**src/rtl/ifmap_window_buffer.sv**
```systemverilog
// Stores NUM_TS binary spike ifmaps and streams K-row convolution windows
// as packets to the PE array, with replay and a sticky illegal-write flag.
module ifmap_window_buffer #(
   parameter int DIM        = 25,
   parameter int K          = 5,
   parameter int NUM_TS     = 2,
   parameter int PACK_WIDTH = 64,
   parameter int ADDR_W     = 10,
   parameter int TS_W       = 2
) (
   input  logic                  clk,
   input  logic                  rst,
   input  logic                  wr_valid,
   output logic                  wr_ready,
   input  logic [TS_W-1:0]       wr_ts,
   input  logic [ADDR_W-1:0]     wr_addr,
   input  logic                  wr_data,
   input  logic                  load_done,
   input  logic                  replay,
   output logic                  out_valid,
   input  logic                  out_ready,
   output logic [PACK_WIDTH-1:0] out_data,
   output logic                  stream_done,
   output logic                  err
);
   localparam int OUT_DIM = DIM - K + 1;
   localparam int PIX     = DIM * DIM;
   localparam int TI_W    = (NUM_TS > 1) ? $clog2(NUM_TS) : 1;
   localparam int RI_W    = (DIM > 1) ? $clog2(DIM) : 1;
   localparam logic [TS_W-1:0] TS_LAST = TS_W'(NUM_TS - 1);
   localparam logic [7:0]      R_LAST  = 8'(OUT_DIM - 1);
   localparam logic [7:0]      K_LAST  = 8'(K - 1);

   typedef enum logic [1:0] {
      ST_LOAD   = 2'd0,
      ST_STREAM = 2'd1,
      ST_HOLD   = 2'd2
   } state_t;

   state_t                  state_r;
   logic [DIM-1:0]          mem_r [NUM_TS][DIM];
   logic [TS_W-1:0]         ts_r;
   logic [7:0]              r_r;
   logic [7:0]              k_r;
   logic                    out_valid_r;
   logic                    stream_done_r;
   logic                    err_r;
   logic [PACK_WIDTH-1:0]   out_data_r;

   logic                    wr_fire_s;
   logic                    wr_legal_s;
   logic [TI_W-1:0]         wr_tsi_s;
   logic [RI_W-1:0]         wr_row_s;
   logic [RI_W-1:0]         wr_col_s;
   logic                    start_s;
   logic                    last_s;
   logic                    fwd_s;
   logic [TS_W-1:0]         nxt_ts_s;
   logic [7:0]              nxt_r_s;
   logic [7:0]              nxt_k_s;
   logic [RI_W-1:0]         nxt_row_s;
   logic [DIM-1:0]          row_base_s;
   logic [DIM-1:0]          fwd_mask_s;
   logic [DIM-1:0]          row_s;
   logic [PACK_WIDTH-1:0]   pkt_s;

   function automatic logic [PACK_WIDTH-1:0] build_packet(
      input logic [TS_W-1:0] ts_idx,
      input logic [7:0]      r,
      input logic [7:0]      k,
      input logic [DIM-1:0]  row
   );
      logic [PACK_WIDTH-1:0] p;
      p = '0;
      p[DIM-1:0] = row;
      p[PACK_WIDTH-1 -: TS_W] = ts_idx + TS_W'(1);
      p[PACK_WIDTH-TS_W-1 -: 8] = r;
      p[PACK_WIDTH-TS_W-9 -: 8] = k;
      return p;
   endfunction

   assign wr_ready    = !rst && (state_r != ST_STREAM);
   assign out_valid   = out_valid_r;
   assign out_data    = out_data_r;
   assign stream_done = stream_done_r;
   assign err         = err_r;

   // Write-port decode: handshake, legality and row/column split of the address.
   always_comb begin
      wr_fire_s  = wr_valid && wr_ready;
      wr_legal_s = (wr_ts != '0) && ({1'b0, wr_ts} <= (TS_W+1)'(NUM_TS)) &&
                   ({1'b0, wr_addr} < (ADDR_W+1)'(PIX));
      wr_tsi_s   = TI_W'(wr_ts - TS_W'(1));
      wr_row_s   = RI_W'(wr_addr / ADDR_W'(DIM));
      wr_col_s   = RI_W'(wr_addr % ADDR_W'(DIM));
   end

   // Next packet coordinates and payload; a write landing in the same cycle as a
   // start is forwarded so the first packet already sees it.
   always_comb begin
      start_s = ((state_r == ST_LOAD) && load_done) ||
                ((state_r == ST_HOLD) && (load_done || replay));
      last_s  = (ts_r == TS_LAST) && (r_r == R_LAST) && (k_r == K_LAST);
      if (state_r != ST_STREAM) begin
         nxt_ts_s = '0;
         nxt_r_s  = 8'd0;
         nxt_k_s  = 8'd0;
      end else if (k_r != K_LAST) begin
         nxt_ts_s = ts_r;
         nxt_r_s  = r_r;
         nxt_k_s  = k_r + 8'd1;
      end else if (r_r != R_LAST) begin
         nxt_ts_s = ts_r;
         nxt_r_s  = r_r + 8'd1;
         nxt_k_s  = 8'd0;
      end else begin
         nxt_ts_s = ts_r + TS_W'(1);
         nxt_r_s  = 8'd0;
         nxt_k_s  = 8'd0;
      end
      nxt_row_s  = RI_W'(nxt_r_s + nxt_k_s);
      row_base_s = mem_r[TI_W'(nxt_ts_s)][nxt_row_s];
      fwd_mask_s = '0;
      fwd_mask_s[wr_col_s] = 1'b1;
      fwd_s = wr_fire_s && wr_legal_s && (wr_tsi_s == TI_W'(nxt_ts_s)) &&
              (wr_row_s == nxt_row_s);
      row_s = fwd_s ? ((row_base_s & ~fwd_mask_s) | (wr_data ? fwd_mask_s : '0))
                    : row_base_s;
      pkt_s = build_packet(nxt_ts_s, nxt_r_s, nxt_k_s, row_s);
   end

   // Storage, error flag and the LOAD/STREAM/HOLD sequencer with registered outputs.
   always_ff @(posedge clk) begin
      if (rst) begin
         state_r       <= ST_LOAD;
         ts_r          <= '0;
         r_r           <= 8'd0;
         k_r           <= 8'd0;
         out_valid_r   <= 1'b0;
         out_data_r    <= '0;
         stream_done_r <= 1'b0;
         err_r         <= 1'b0;
         for (int t = 0; t < NUM_TS; t++) begin
            for (int y = 0; y < DIM; y++) begin
               mem_r[t][y] <= '0;
            end
         end
      end else begin
         stream_done_r <= 1'b0;
         if (wr_fire_s && wr_legal_s) begin
            mem_r[wr_tsi_s][wr_row_s][wr_col_s] <= wr_data;
         end else if (wr_fire_s) begin
            err_r <= 1'b1;
         end
         case (state_r)
            ST_LOAD, ST_HOLD: begin
               if (start_s) begin
                  state_r     <= ST_STREAM;
                  out_valid_r <= 1'b1;
                  ts_r        <= nxt_ts_s;
                  r_r         <= nxt_r_s;
                  k_r         <= nxt_k_s;
                  out_data_r  <= pkt_s;
               end
            end
            ST_STREAM: begin
               if (out_ready && last_s) begin
                  out_valid_r   <= 1'b0;
                  stream_done_r <= 1'b1;
                  state_r       <= ST_HOLD;
               end else if (out_ready) begin
                  ts_r       <= nxt_ts_s;
                  r_r        <= nxt_r_s;
                  k_r        <= nxt_k_s;
                  out_data_r <= pkt_s;
               end
            end
            default: begin
               state_r     <= ST_LOAD;
               out_valid_r <= 1'b0;
            end
         endcase
      end
   end
endmodule

```
**config.mk**
```make
export PLATFORM = sky130hd
export DESIGN_NAME = ifmap_window_buffer
export DESIGN_NICKNAME = d
export VERILOG_FILES = /design/src/rtl/ifmap_window_buffer.sv
export SDC_FILE = /design/constraint.sdc
export NUM_CORES = 2
export LEC_CHECK = 0
export CAP_MARGIN = 20
export CORE_MARGIN = 5
export CORE_UTILIZATION = 44
export DETAILED_ROUTE_END_ITERATION = 7
export HOLD_SLACK_MARGIN = 0.05
export SETUP_SLACK_MARGIN = 0.4
export SLEW_MARGIN = 30
export SYNTH_ARGS = -nofsm -noshare
export SYNTH_HDL_FRONTEND = slang
export SYNTH_SLANG_ARGS = --single-unit
```
**constraint.sdc**
```tcl
create_clock -name clk -period 61.1 [get_ports clk]
set_input_delay 12.22 -clock clk [delete_from_list [all_inputs] [get_ports clk]]
set_output_delay 12.22 -clock clk [all_outputs]
set_load 0.01 [all_outputs]
```
==> metrics.csv <==
metric,value,unit
"Async S/R FF share, synth",0,%
hpwl dp,157.8,mm
simple-gate share of the synthesized area,15.42,%
RSZ-0062 raised after global routing,false,
FILL cells,14204,
post-synthesis sequential element count,1300,
pwr/cell area,33.88,nW/um^2
aggregate global routing overflow,0,
Port Buffers,65,
initial core utilization,44.10,%
Final setup viols,0,
synth-to-layout area growth,9.569,%
largest net degree at the start of global routing,246,
mux contribution to synthesized area,13.30,%
Num CTS Buffers,138,
Clock Tree Root,clkbuf_16,
xor/xnor share of the synthesized area,0.5016,%
nets,6028,
data required time of the worst path,61.59,ns
LEAKAGE,24.82,nW
Pre-Repair DR Iteration Count,6,
Netlist cell types,100,
WP data arrival,26.49,ns
Post-route DRC,0,
met3 Resource Use GR,8.415,%
Post-Synth Adder-Cell Area,0.2769,%
Critical-path top delay cell,a2111oi_0,
ys flop type,edfxtp_1,
Synth Area in Compound Gates,10.30,%
postcts setup bufs,0,
max-cap violations,0,
CP peak stage delay,0.92,ns
# rows,146,
main combinational cell family by area after synthesis,simple AND/OR/NAND/NOR gates,
CTS tree,built,
Post-DRT Antenna Nets,0,
clock buffer depth,3,
status,"finished, final reports clean",
Gate Count Post-Synth,6327,
die area,166200,um^2
CP top delay family,compound AO/OA/AOI/OAI gates,
Tmin final,26.00,ns
Final GP Congestion,1.017,
initial antenna violation count,16,
multi-input logic area,28400,um^2
die width,407.7,um
Final Slew Violations,0,
crit-path most repeated cell,buf_4,
Setup Crit Path Kind,in2reg,
Slew HR,25.78,%
vias per cell,6.760,
post_cts resized,0,
CTS Hold Buffers Added,0,
Sequential cell area,38540,um^2
Worst Setup End Kind,register,
max frequency,38.47,MHz
gr usage total,32.58,%
Post-synth EDFFs,1250,
CTS sink cnt,1300,
DRT iter0 DRCs,9087,
"Clk Latency, worst-skew pair",0.78,ns
Clock transition at path regs,0.06,ns
Via Count,55262,
CP max FO,106,
Bufs and invs on worst path,8,
yosys warns,0,
H-tree level count,4,
layer with the highest usage,met2,
post-synthesis sequential area ratio,55.37,%
Layout Skew,0.01800,ns
aggregate negative setup slack,0,ns
Hold WC Path Type,reg2reg,
final hold vios,0,
grt met1 use,44.91,%
I/O pins,87,
vias in the first global route,52647,
share of cells above drive strength 1,15.56,%
peak supply drop,0.03057,mV
Startpoint Class,input pin,
core area,157800,um^2
routed len/inst,33.97,um
Post-Route WL,277.7,mm
height of the die,407.7,um
"Cell Area, Synth",69600,um^2
fin crit share,42.55,%
Worst-Margin Slew,1.106,ns
GRT met2 Usage,48.87,%
Design Power,0.002584,W
Mean Syn Cell Area,11.00,um^2
first-pass GRT wire length,393.6,mm
==> metrics by stage <==
stage	cells	instance area, um^2	worst slack [ns]	utilization, %	hold WS, ns
final	8175	76260	35.10	48.32	0.4519
after global routing	8170	76250	34.54	48.31	0.4870
after CTS	8163	76050	35.13	48.19	0.4563
after detailed placement	7920	71880	34.87	45.54	0.4470
after global placement	7920	71800	35.15	45.49	0.4432
after floorplan	6347	69670	24.05	-	0.4618
==> cell families after synthesis <==
logic type               count (synthesis)
AND/OR/NAND/NOR                       2527
flip-flops                            1300
AO/OA/AOI/OAI                         1203
buffers and inverters                  792
multiplexers                           450
XOR/XNOR                                39
adder cells (fa/ha/maj)                 15
other                                    1
==> synthesized netlist by cell type, drive strengths merged, types with 10 or more instances <==
master,n,area share (%)
nor2,330,1.8
o2111ai,14,0.19
edfxtp,1250,54
a211oi,43,0.48
nand4,27,0.24
and3,21,0.20
ha,13,0.23
o221ai,20,0.27
a21oi,108,0.80
a32oi,10,0.13
nand2b,10,0.090
a22oi,32,0.35
o31ai,45,0.49
mux2i,44,0.67
inv,22,0.12
dfxtp,50,1.4
a21o,18,0.19
mux2,31,0.50
o211ai,48,0.52
nor3,552,4.0
nor4,61,0.56
xor2,10,0.13
and2,10,0.090
mux4,375,12
nand2,1412,7.6
nand3,67,0.48
o22ai,24,0.22
a31oi,22,0.20
xnor2,29,0.38
o21ai,728,5.2
buf,171,1.5
clkbuf,598,3.2
==> final timing paths <==
| kind | from | to | slack (ns) | depth (start not counted) |
|---|---|---|---|---|
| hold reg to reg | out_data[63] | out_data[63] | 0.45 | 2 |
| setup reg to reg | state_r[0] | mem_r[0][346] | 52.61 | 21 |
| hold / removal | out_data[63] | out_data[63] | 0.45 | 2 |
| setup / recovery | wr_addr[6] | mem_r[0][346] | 35.10 | 35 |
==> placed cells by master (no fill, tap or decap), drive strengths merged, types with 14 or more instances in the layout <==
master         synthesis  layout
mux2i                 44      44
dfxtp                 50      50
o22ai                 24      24
o21ai                728     728
o31ai                 45      45
clkdlybuf4s50          0      63
xnor2                 29      29
mux2                  31      31
o2111ai               14      14
and3                  21      21
a21o                  18      18
buf                  171     214
a31oi                 22      22
o211ai                48      48
a211oi                43      43
nor2                 330     330
nand4                 27      27
clkinv                 1      52
edfxtp              1250    1250
o221ai                20      20
nand3                 67      67
conb                   1      21
a22oi                 32      32
clkbuf               598     178
nand2               1412    1412
mux4                 375     375
a21oi                108     108
inv                   22      31
nor3                 552     552
nor4                  61      61
==> final cells by class <==
type                    count  area share (%)
clock buffers             178           4.834
multi-input cells        4255           37.25
repair buffers            277           3.213
clock inverters            65          0.6317
well taps                2072           3.400
flip-flops and latches   1300           50.53
diodes                      5         0.01641
inverters                  23          0.1231
==> sequential cells by signal, summed over array words and instances (netlist names) <==
register / count
mem_r: 1250
out_valid: 1
k_r: 7
stream_done: 1
err: 1
ts_r: 2
r_r: 7
state_r: 2
out_data: 29
==> worst register-to-register path, cell delays in order (launching register included) <==
cell and delay (ns):
dfxtp_1 0.39, nor2b_1 0.49, nor2_1 0.15, nand3_1 0.69, nor2_1 0.21, nand2_1 0.45
nor2_1 0.26, nand2_1 0.26, nor2_2 0.04, buf_4 0.21, a21oi_1 0.18, o22ai_1 0.11
o31ai_1 0.28, o2111ai_1 0.17, a2111oi_0 0.87, nand4_1 0.41, nor4_4 0.30, buf_4 0.61
buf_12 0.45, buf_16 0.45, buf_4 0.98, o31ai_1 0.24
==> report_power, final <==
group,total (W),internal (W),switching (W)
logic,0.000632,0.000127,0.000505
registers,0.00115,0.00112,0.0000268
clock network,0.000802,0.000440,0.000362
total,0.00258,0.00169,0.000894
==> layer usage <==
layer	share of wire [%]	wire [um]
met1	38	104200
met5	0.019	52
met3	13	35910
met4	5.2	14430
met2	44	123100
Note: power is estimated with default switching activity, not from simulation.
